`src/rtl/mfp_ahb_simple_master_pkg.sv`:
```
`default_nettype none
// ============================================================================
// Module  : mfp_ahb_simple_master_pkg
// Brief   : AHB-Lite encodings and FSM states shared by the simple master.
// Revision: 1.0 - initial release
// ============================================================================
package mfp_ahb_simple_master_pkg;

  localparam logic [1:0] HTRANS_IDLE   = 2'b00;
  localparam logic [1:0] HTRANS_NONSEQ = 2'b10;
  localparam logic [2:0] HBURST_SINGLE = 3'b000;
  localparam logic [2:0] HSIZE_BYTE    = 3'b000;
  localparam logic [2:0] HSIZE_HALF    = 3'b001;
  localparam logic [2:0] HSIZE_WORD    = 3'b010;
  localparam logic [3:0] HPROT_DEFAULT = 4'b0011;

  typedef enum logic [1:0] {
    S_IDLE = 2'd0,
    S_ADDR = 2'd1,
    S_DATA = 2'd2,
    S_DONE = 2'd3
  } state_t;

  // Sizes above a word are never legal on this 32-bit bus.
  function automatic logic is_aligned(input logic [1:0] lsb, input logic [2:0] sz);
    case (sz)
      HSIZE_BYTE: return 1'b1;
      HSIZE_HALF: return ~lsb[0];
      HSIZE_WORD: return (lsb == 2'b00);
      default:    return 1'b0;
    endcase
  endfunction

endpackage
`default_nettype wire

```
`src/rtl/mfp_ahb_wait_timer.sv`:
```
`default_nettype none
// ============================================================================
// Module  : mfp_ahb_wait_timer
// Brief   : Counts consecutive HREADY-low cycles and flags the aborting one.
// Revision: 1.0 - initial release
// ============================================================================
module mfp_ahb_wait_timer #(
  parameter int TIMEOUT_CYCLES = 256,
  parameter int TIMEOUT_W      = 9
) (
  input  logic HCLK,
  input  logic HRESET,
  input  logic active,
  input  logic ready,
  output logic expire
);

  localparam logic [TIMEOUT_W-1:0] C_LAST = TIMEOUT_W'(TIMEOUT_CYCLES - 1);

  logic [TIMEOUT_W-1:0] r_count;

  always_ff @(posedge HCLK) begin
    if (HRESET || !active || ready)
      r_count <= '0;
    else
      r_count <= r_count + TIMEOUT_W'(1);
  end

  // Fires during the TIMEOUT_CYCLES-th low cycle so the abort lands on its edge.
  assign expire = active && !ready && (r_count == C_LAST);

endmodule
`default_nettype wire

```
`src/rtl/mfp_ahb_simple_master.sv`:
```
`default_nettype none
// ============================================================================
// Module  : mfp_ahb_simple_master
// Brief   : Single-outstanding AHB-Lite initiator, one SINGLE NONSEQ per req.
//           MFP_AHB_MASTER_TIMEOUT_EN enables the HREADY-low abort timer.
// Revision: 1.0 - initial release
// ============================================================================
module mfp_ahb_simple_master
  import mfp_ahb_simple_master_pkg::*;
#(
  parameter int TIMEOUT_CYCLES = 256,
  parameter int TIMEOUT_W      = 9
) (
  input  logic        HCLK,
  input  logic        HRESET,
  input  logic        req,
  output logic        ack,
  input  logic [31:0] addr,
  input  logic [31:0] wdata,
  input  logic        write,
  input  logic [2:0]  size,
  output logic        done,
  output logic [31:0] rdata,
  output logic        err,
  output logic        timeout,
  output logic        busy,
  output logic [31:0] HADDR,
  output logic [2:0]  HBURST,
  output logic        HMASTLOCK,
  output logic [3:0]  HPROT,
  output logic [2:0]  HSIZE,
  output logic [1:0]  HTRANS,
  output logic [31:0] HWDATA,
  output logic        HWRITE,
  input  logic [31:0] HRDATA,
  input  logic        HREADY,
  input  logic        HRESP
);

  state_t r_state;
  logic   r_timeout;
  logic   w_expire;

  if ((2 ** TIMEOUT_W) <= TIMEOUT_CYCLES) begin : g_bad_timeout_cfg
    $error("TIMEOUT_W too narrow for TIMEOUT_CYCLES");
  end

`ifdef MFP_AHB_MASTER_TIMEOUT_EN
  mfp_ahb_wait_timer #(
    .TIMEOUT_CYCLES (TIMEOUT_CYCLES),
    .TIMEOUT_W      (TIMEOUT_W)
  ) u_wait_timer (
    .HCLK   (HCLK),
    .HRESET (HRESET),
    .active ((r_state == S_ADDR) || (r_state == S_DATA)),
    .ready  (HREADY),
    .expire (w_expire)
  );
`else
  assign w_expire = 1'b0;
`endif

  assign ack       = (r_state == S_IDLE) && req;
  assign timeout   = r_timeout;
  assign HBURST    = HBURST_SINGLE;
  assign HMASTLOCK = 1'b0;
  assign HPROT     = HPROT_DEFAULT;

  always_ff @(posedge HCLK) begin
    if (HRESET) begin
      r_state   <= S_IDLE;
      HTRANS    <= HTRANS_IDLE;
      HADDR     <= '0;
      HWDATA    <= '0;
      HWRITE    <= 1'b0;
      HSIZE     <= HSIZE_WORD;
      done      <= 1'b0;
      err       <= 1'b0;
      r_timeout <= 1'b0;
      rdata     <= '0;
      busy      <= 1'b0;
    end else begin
      done <= 1'b0;
      case (r_state)
        S_IDLE: begin
          if (req) begin
            busy      <= 1'b1;
            r_timeout <= 1'b0;
            if (is_aligned(addr[1:0], size)) begin
              r_state <= S_ADDR;
              HTRANS  <= HTRANS_NONSEQ;
              HADDR   <= addr;
              HWDATA  <= wdata;
              HWRITE  <= write;
              HSIZE   <= size;
              err     <= 1'b0;
            end else begin
              // Rejected locally: complete with an error, bus stays idle.
              r_state <= S_DONE;
              err     <= 1'b1;
              done    <= 1'b1;
            end
          end
        end
        S_ADDR: begin
          if (w_expire) begin
            r_state   <= S_DONE;
            HTRANS    <= HTRANS_IDLE;
            err       <= 1'b1;
            r_timeout <= 1'b1;
            done      <= 1'b1;
          end else if (HREADY) begin
            r_state <= S_DATA;
            HTRANS  <= HTRANS_IDLE;
          end
        end
        S_DATA: begin
          // First error cycle has HREADY low, so it simply waits here.
          if (w_expire) begin
            r_state   <= S_DONE;
            err       <= 1'b1;
            r_timeout <= 1'b1;
            done      <= 1'b1;
          end else if (HREADY) begin
            if (!HWRITE)
              rdata <= HRDATA;
            err     <= HRESP;
            done    <= 1'b1;
            r_state <= S_DONE;
          end
        end
        S_DONE: begin
          r_state <= S_IDLE;
          busy    <= 1'b0;
        end
        default: r_state <= S_IDLE;
      endcase
    end
  end

endmodule
`default_nettype wire

```
`config.mk`:
```
export PLATFORM = sky130hd
export DESIGN_NAME = mfp_ahb_simple_master
export DESIGN_NICKNAME = d
export VERILOG_FILES = /design/src/rtl/mfp_ahb_simple_master_pkg.sv /design/src/rtl/mfp_ahb_wait_timer.sv /design/src/rtl/mfp_ahb_simple_master.sv
export SDC_FILE = /design/constraint.sdc
export NUM_CORES = 1
export LEC_CHECK = 0
export ABC_AREA = 1
export CELL_PAD_IN_SITES_DETAIL_PLACEMENT = 0
export CELL_PAD_IN_SITES_GLOBAL_PLACEMENT = 1
export CORE_MARGIN = 1
export CORE_UTILIZATION = 30
export CTS_BUF_LIST = sky130_fd_sc_hd__clkbuf_2 sky130_fd_sc_hd__clkbuf_4 sky130_fd_sc_hd__clkbuf_8
export CTS_CLUSTER_SIZE = 28
export DETAILED_ROUTE_END_ITERATION = 8
export PLACE_DENSITY_LB_ADDON = 0.1
export REMOVE_ABC_BUFFERS = 1
export SLEW_MARGIN = 20
export SYNTH_ARGS = -nofsm -noshare
export SYNTH_HDL_FRONTEND = slang
export SYNTH_HIERARCHICAL = 1
export SYNTH_SLANG_ARGS = --single-unit
```
`constraint.sdc`:
```
create_clock -name HCLK -period 2.39 [get_ports HCLK]
set_clock_uncertainty 0.05 [all_clocks]
set_input_delay 0.478 -clock HCLK [delete_from_list [all_inputs] [get_ports HCLK]]
set_output_delay 0.478 -clock HCLK [all_outputs]
set_load 0.03 [all_outputs]
```
# --- Yosys cells after proc, flatten, opt, wreduce, memory -nomap -nowiden ---
# Cells that the tools add are included.
op_classes:
  eq_ne: 9
  n_reduce_logical: 13
  bitwise: 2
  muxes: 22
op_table:
  columns: ["operator", "count"]
  rows:
  - ["$mux W2", 7]
  - ["$reduce_and A3 Y1", 4]
  - ["$mux W1", 9]
  - ["$pmux W2 S4", 1]
  - ["$ne A2 B2 Y1 const B", 3]
  - ["$pmux W1 S2", 3]
  - ["$reduce_bool A2 Y1", 3]
  - ["$eq A2 B2 Y1 const B", 2]
  - ["$logic_not A2 Y1", 2]
  - ["$pmux W2 S2", 1]
  - ["$reduce_and A4 Y1", 1]
  - ["$eq A3 B1 Y1 const B", 1]
  - ["$eq A3 B2 Y1 const B", 1]
  - ["$logic_not A3 Y1", 1]
  - ["$pmux W1 S3", 1]
  - ["$eq A2 B1 Y1 const B", 1]
  - ["$ne A2 B1 Y1 const B", 1]
  - ["$not A1 Y1", 2]
  - ["$reduce_and A2 Y1", 1]
  - ["$logic_and A1 B1 Y1", 1]
totals:
  out_inout_bits: 115
  word_cells: 56
  inputBits: 105
  regBits: 107

# --- Longest topological paths before layout ---
depth:
  ltp_word: 8
  mapped_depth: 9
  depth_no_buf: 8

# --- Least setup slack after synthesis ---
# No wires, ideal clock.
synth_path:
  path_type: "register to output"
  from: "register r_state[0]"
  to: "output port ack"
  t_arrival_ps: 1016
  path_buffers: 1
  t_required_ps: 1862
  path_slack_ps: 846
  stages_incl_launch_ff: 6
  cell_sequence: "dfxtp_1 > inv_1 > ha_1 > nand2_1 > inv_2 > buf_2"
synth_via:
  elab_chain_cells: 2
synth_lines:
  columns: ["item", "line", "source"]
  rows:
  - ["start: declaration", "mfp_ahb_simple_master.sv:40", "state_t r_state;"]
  - ["start signal: assignment", "mfp_ahb_simple_master.sv:71", "r_state <= S_IDLE;"]
  - ["start signal: assignment", "mfp_ahb_simple_master.sv:90", "r_state <= S_ADDR;"]
  - ["start signal: assignment", "mfp_ahb_simple_master.sv:99", "r_state <= S_DONE;"]
  - ["$logic_not A2 Y1", "mfp_ahb_simple_master.sv:63", "assign ack = (r_state == S_IDLE) && req;"]
  - ["$logic_and A1 B1 Y1", "mfp_ahb_simple_master.sv:63", null]
  - ["end: declaration", "mfp_ahb_simple_master.sv:17", "output logic ack,"]
# Every way passes these cells.

# --- Worst setup path after layout ---
# Ends and elaborated chain as after synthesis.

==> flow_summary.toml <==
[status]
status = "complete, no violations"

[logic_synthesis]
ys_warn_count = 6
mappedNetlistArea_sq_um = 4129
synth.distinct_cells = 19
yosysTopAreaCellShare_pct = 51.39
yosys.area.top_type = "dfxtp_1"
synthTopCellsByArea = "dfxtp_1 51%, nand4_1 10%, a21oi_1 8.6%, nand2_1 7.9%, nor2_1 6.3%"
avgSynthCellArea_sq_um = 7.910
ys_seq_area_share_pct = 51.39
synthCells = 522
synth-seq-cells = 106

[setup_path]
crit_start = "r_state[0]"
critPathBufInv = 3
end_kind = "output pin"
cp.arrival_ps = 1580
worst-setup-path-type = "reg2out"
critPathTopFamily = "buffers and inverters"
reg2reg_from = "r_state[0]"
critPathMaxStageDelay_ps = 340
cp_slowest_cell = "dfxtp_1"
path_max_fanout = 12
crit_chain = "inv_1 -> ha_1 -> nand2_1 -> inv_2 -> buf_4"
cp.required_ps = 1860
worstSetupStartpointType = "register"

[detailed_routing]
routed_wl_microns = 13320
firstDrtPassIters = 4
drt-initial-drc-count = 255
postRouteAntennaNets = 0
routedWlPerCell_microns = 15.08
drc_errors = 0
vias = 4174
vias_per_cell = 4.727

[global_route]
grtUsageMet2_pct = 29.58
antenna_found_initial = 0
grt_max_degree = 69
grt_pass1_wl_microns = 20910
gr-total-overflow = 0
grt_use_met3_pct = 7.136
use_met1_pct = 23.82
grt_pass1_vias = 4007
busiest_layer = "met2"
track_usage_pct = 18.64

[flow_run]
cap_violations = 0

[timing]
period_minus_slack_ps = 2107
fin_ws_ps = 282.9
setup_tns_ps = 0
rsz0062_at_grt = "no"
finalSetupViolations = 0
slew_headroom_pct = 49.47
hold_viol = 0
final_max_slew_viol_count = 0
fmax_mhz = 474.6
max_slew.worst_pin.slew_ps = 757.9
finalCritPeriodShare_pct = 88.16

[place]
dp_hpwl_microns = 8754
place_area_sq_um = 6291
port_buffers = 209
dp_slack_ps = 307.6
gp_congestion = 0.7279

[cts]
cts_tree = "done"
cts_sinks = 106
h-tree-depth = 3
clk_latency_ps = 370
cts.path.max_buffers = 2
ctsHoldBuffers = 0
cts_setup_buffers = 0
path_clk_slew_ps = 90
cts-root-buf = "clkbuf_8"
numCtsBuffers = 9
cts_resized = 0

[floorplanning]
pin_count = 220
chipWidth_microns = 119.3
die_y_microns = 119.3
die_area_sq_um = 14240
core_sq_um = 13350
std_cell_rows = 42
start_util_pct = 30.93

[final_layout]
mostFrequentLayoutCells = "207 x clkdlybuf4s50_1, 106 x dfxtp_1, 87 x nand2_1"
antennaDiodeCount = 0
layout_commonest_cell = "clkdlybuf4s50_1"
fin_area_sq_um = 6482
layout.nets = 813
final_layout_size_suffix_gt1_share_pct = 4.385
layout-area-overhead-vs-synth_pct = 57.00
final_util_pct = 48.57

[hold_path]
hp-start = "HRESET"
hold_path_class = "in2reg"

[pwr]
leakage_nw = 2.393
power_density_nw_per_um2 = 774.4
irDropWorstVdd_mv = 0.6777
-- worst register-to-register path, delay by kind of cell (launching register included) --
| family | cells | cell delay, ps |
|---|---|---|
| AND/OR/NAND/NOR | 3 | 360 |
| adder cells (fa/ha/maj) | 1 | 240 |
| buffers and inverters | 3 | 550 |
| AO/OA/AOI/OAI | 1 | 60 |
| flip-flops | 1 | 340 |
-- flip-flops by register name (all words and copies together) (netlist names) --
signal and cells:
HWRITE 1, HSIZE 3, r_state 2, HTRANS 1, err 1, busy 1, done 1, rdata 32
HWDATA 32, HADDR 32
-- synth_stat cells (all sizes together) --
library cell  number
a21oi             71
buf               38
clkbuf            18
conb               2
dfxtp            106
ha                 4
inv               17
nand2             88
nand3              7
nand4             68
nor2              69
o211ai             1
o21ai             33
-- power by group --
| group | internal (mW) | leakage (nW) | switching, mW |
|---|---|---|---|
| Clock | 0.527 | 0.101 | 0.583 |
| Sequential | 1.98 | 0.861 | 0.109 |
| Combinational | 0.716 | 1.43 | 1.11 |
| Total | 3.22 | 2.39 | 1.80 |
-- cell families (layout without fill, tap and decap cells) --
kind of cell / Yosys count / in the layout / synth area share [%]
buffers and inverters: 73 / 250 / 8.818
adders and majority gates: 4 / 4 / 1.212
and+or+nand+nor: 232 / 232 / 25.61
AOI/OAI and AO/OA: 105 / 105 / 12.79
other: 2 / 10 / 0.1819
DFF: 106 / 106 / 51.39
-- path summary, 6_finish.rpt --
kind / to / slack (ps) / cells after the start
min: HSIZE[1] / 380 / 3
max reg2reg: HWDATA[10] / 660 / 8
min reg2reg: HSIZE[1] / 410 / 2
max: ack / 280 / 5
-- area by class of cell --
class,count,area [sq um]
Sequential cell,106,2122
Clock buffer,11,151.4
Inverter,17,63.81
Fill cell,1309,6865
Tap cell,176,220.2
Timing Repair Buffer,219,2210
Multi-Input combinational cell,351,1675
Clock inverter,3,40.04
-- per-stage QoR --
stage,power [mW],cells,hold slack (ps)
final,5.020,883,376.6
after global routing,5.315,883,383.0
after CTS,5.098,883,353.8
after detailed placement,3.958,869,398.3
after global placement,3.940,869,391.4
after floorplan,3.083,474,497.1
-- layer usage --
| layer | wire length, microns | up-vias |
|---|---|---|
| met5 | 0 | - |
| met4 | 97 | 0 |
| met3 | 1179 | 7 |
| met2 | 6225 | 165 |
| met1 | 5818 | 1897 |
| li1 | - | 2105 |
No activity file was read; power rests on OpenSTA's default activity.
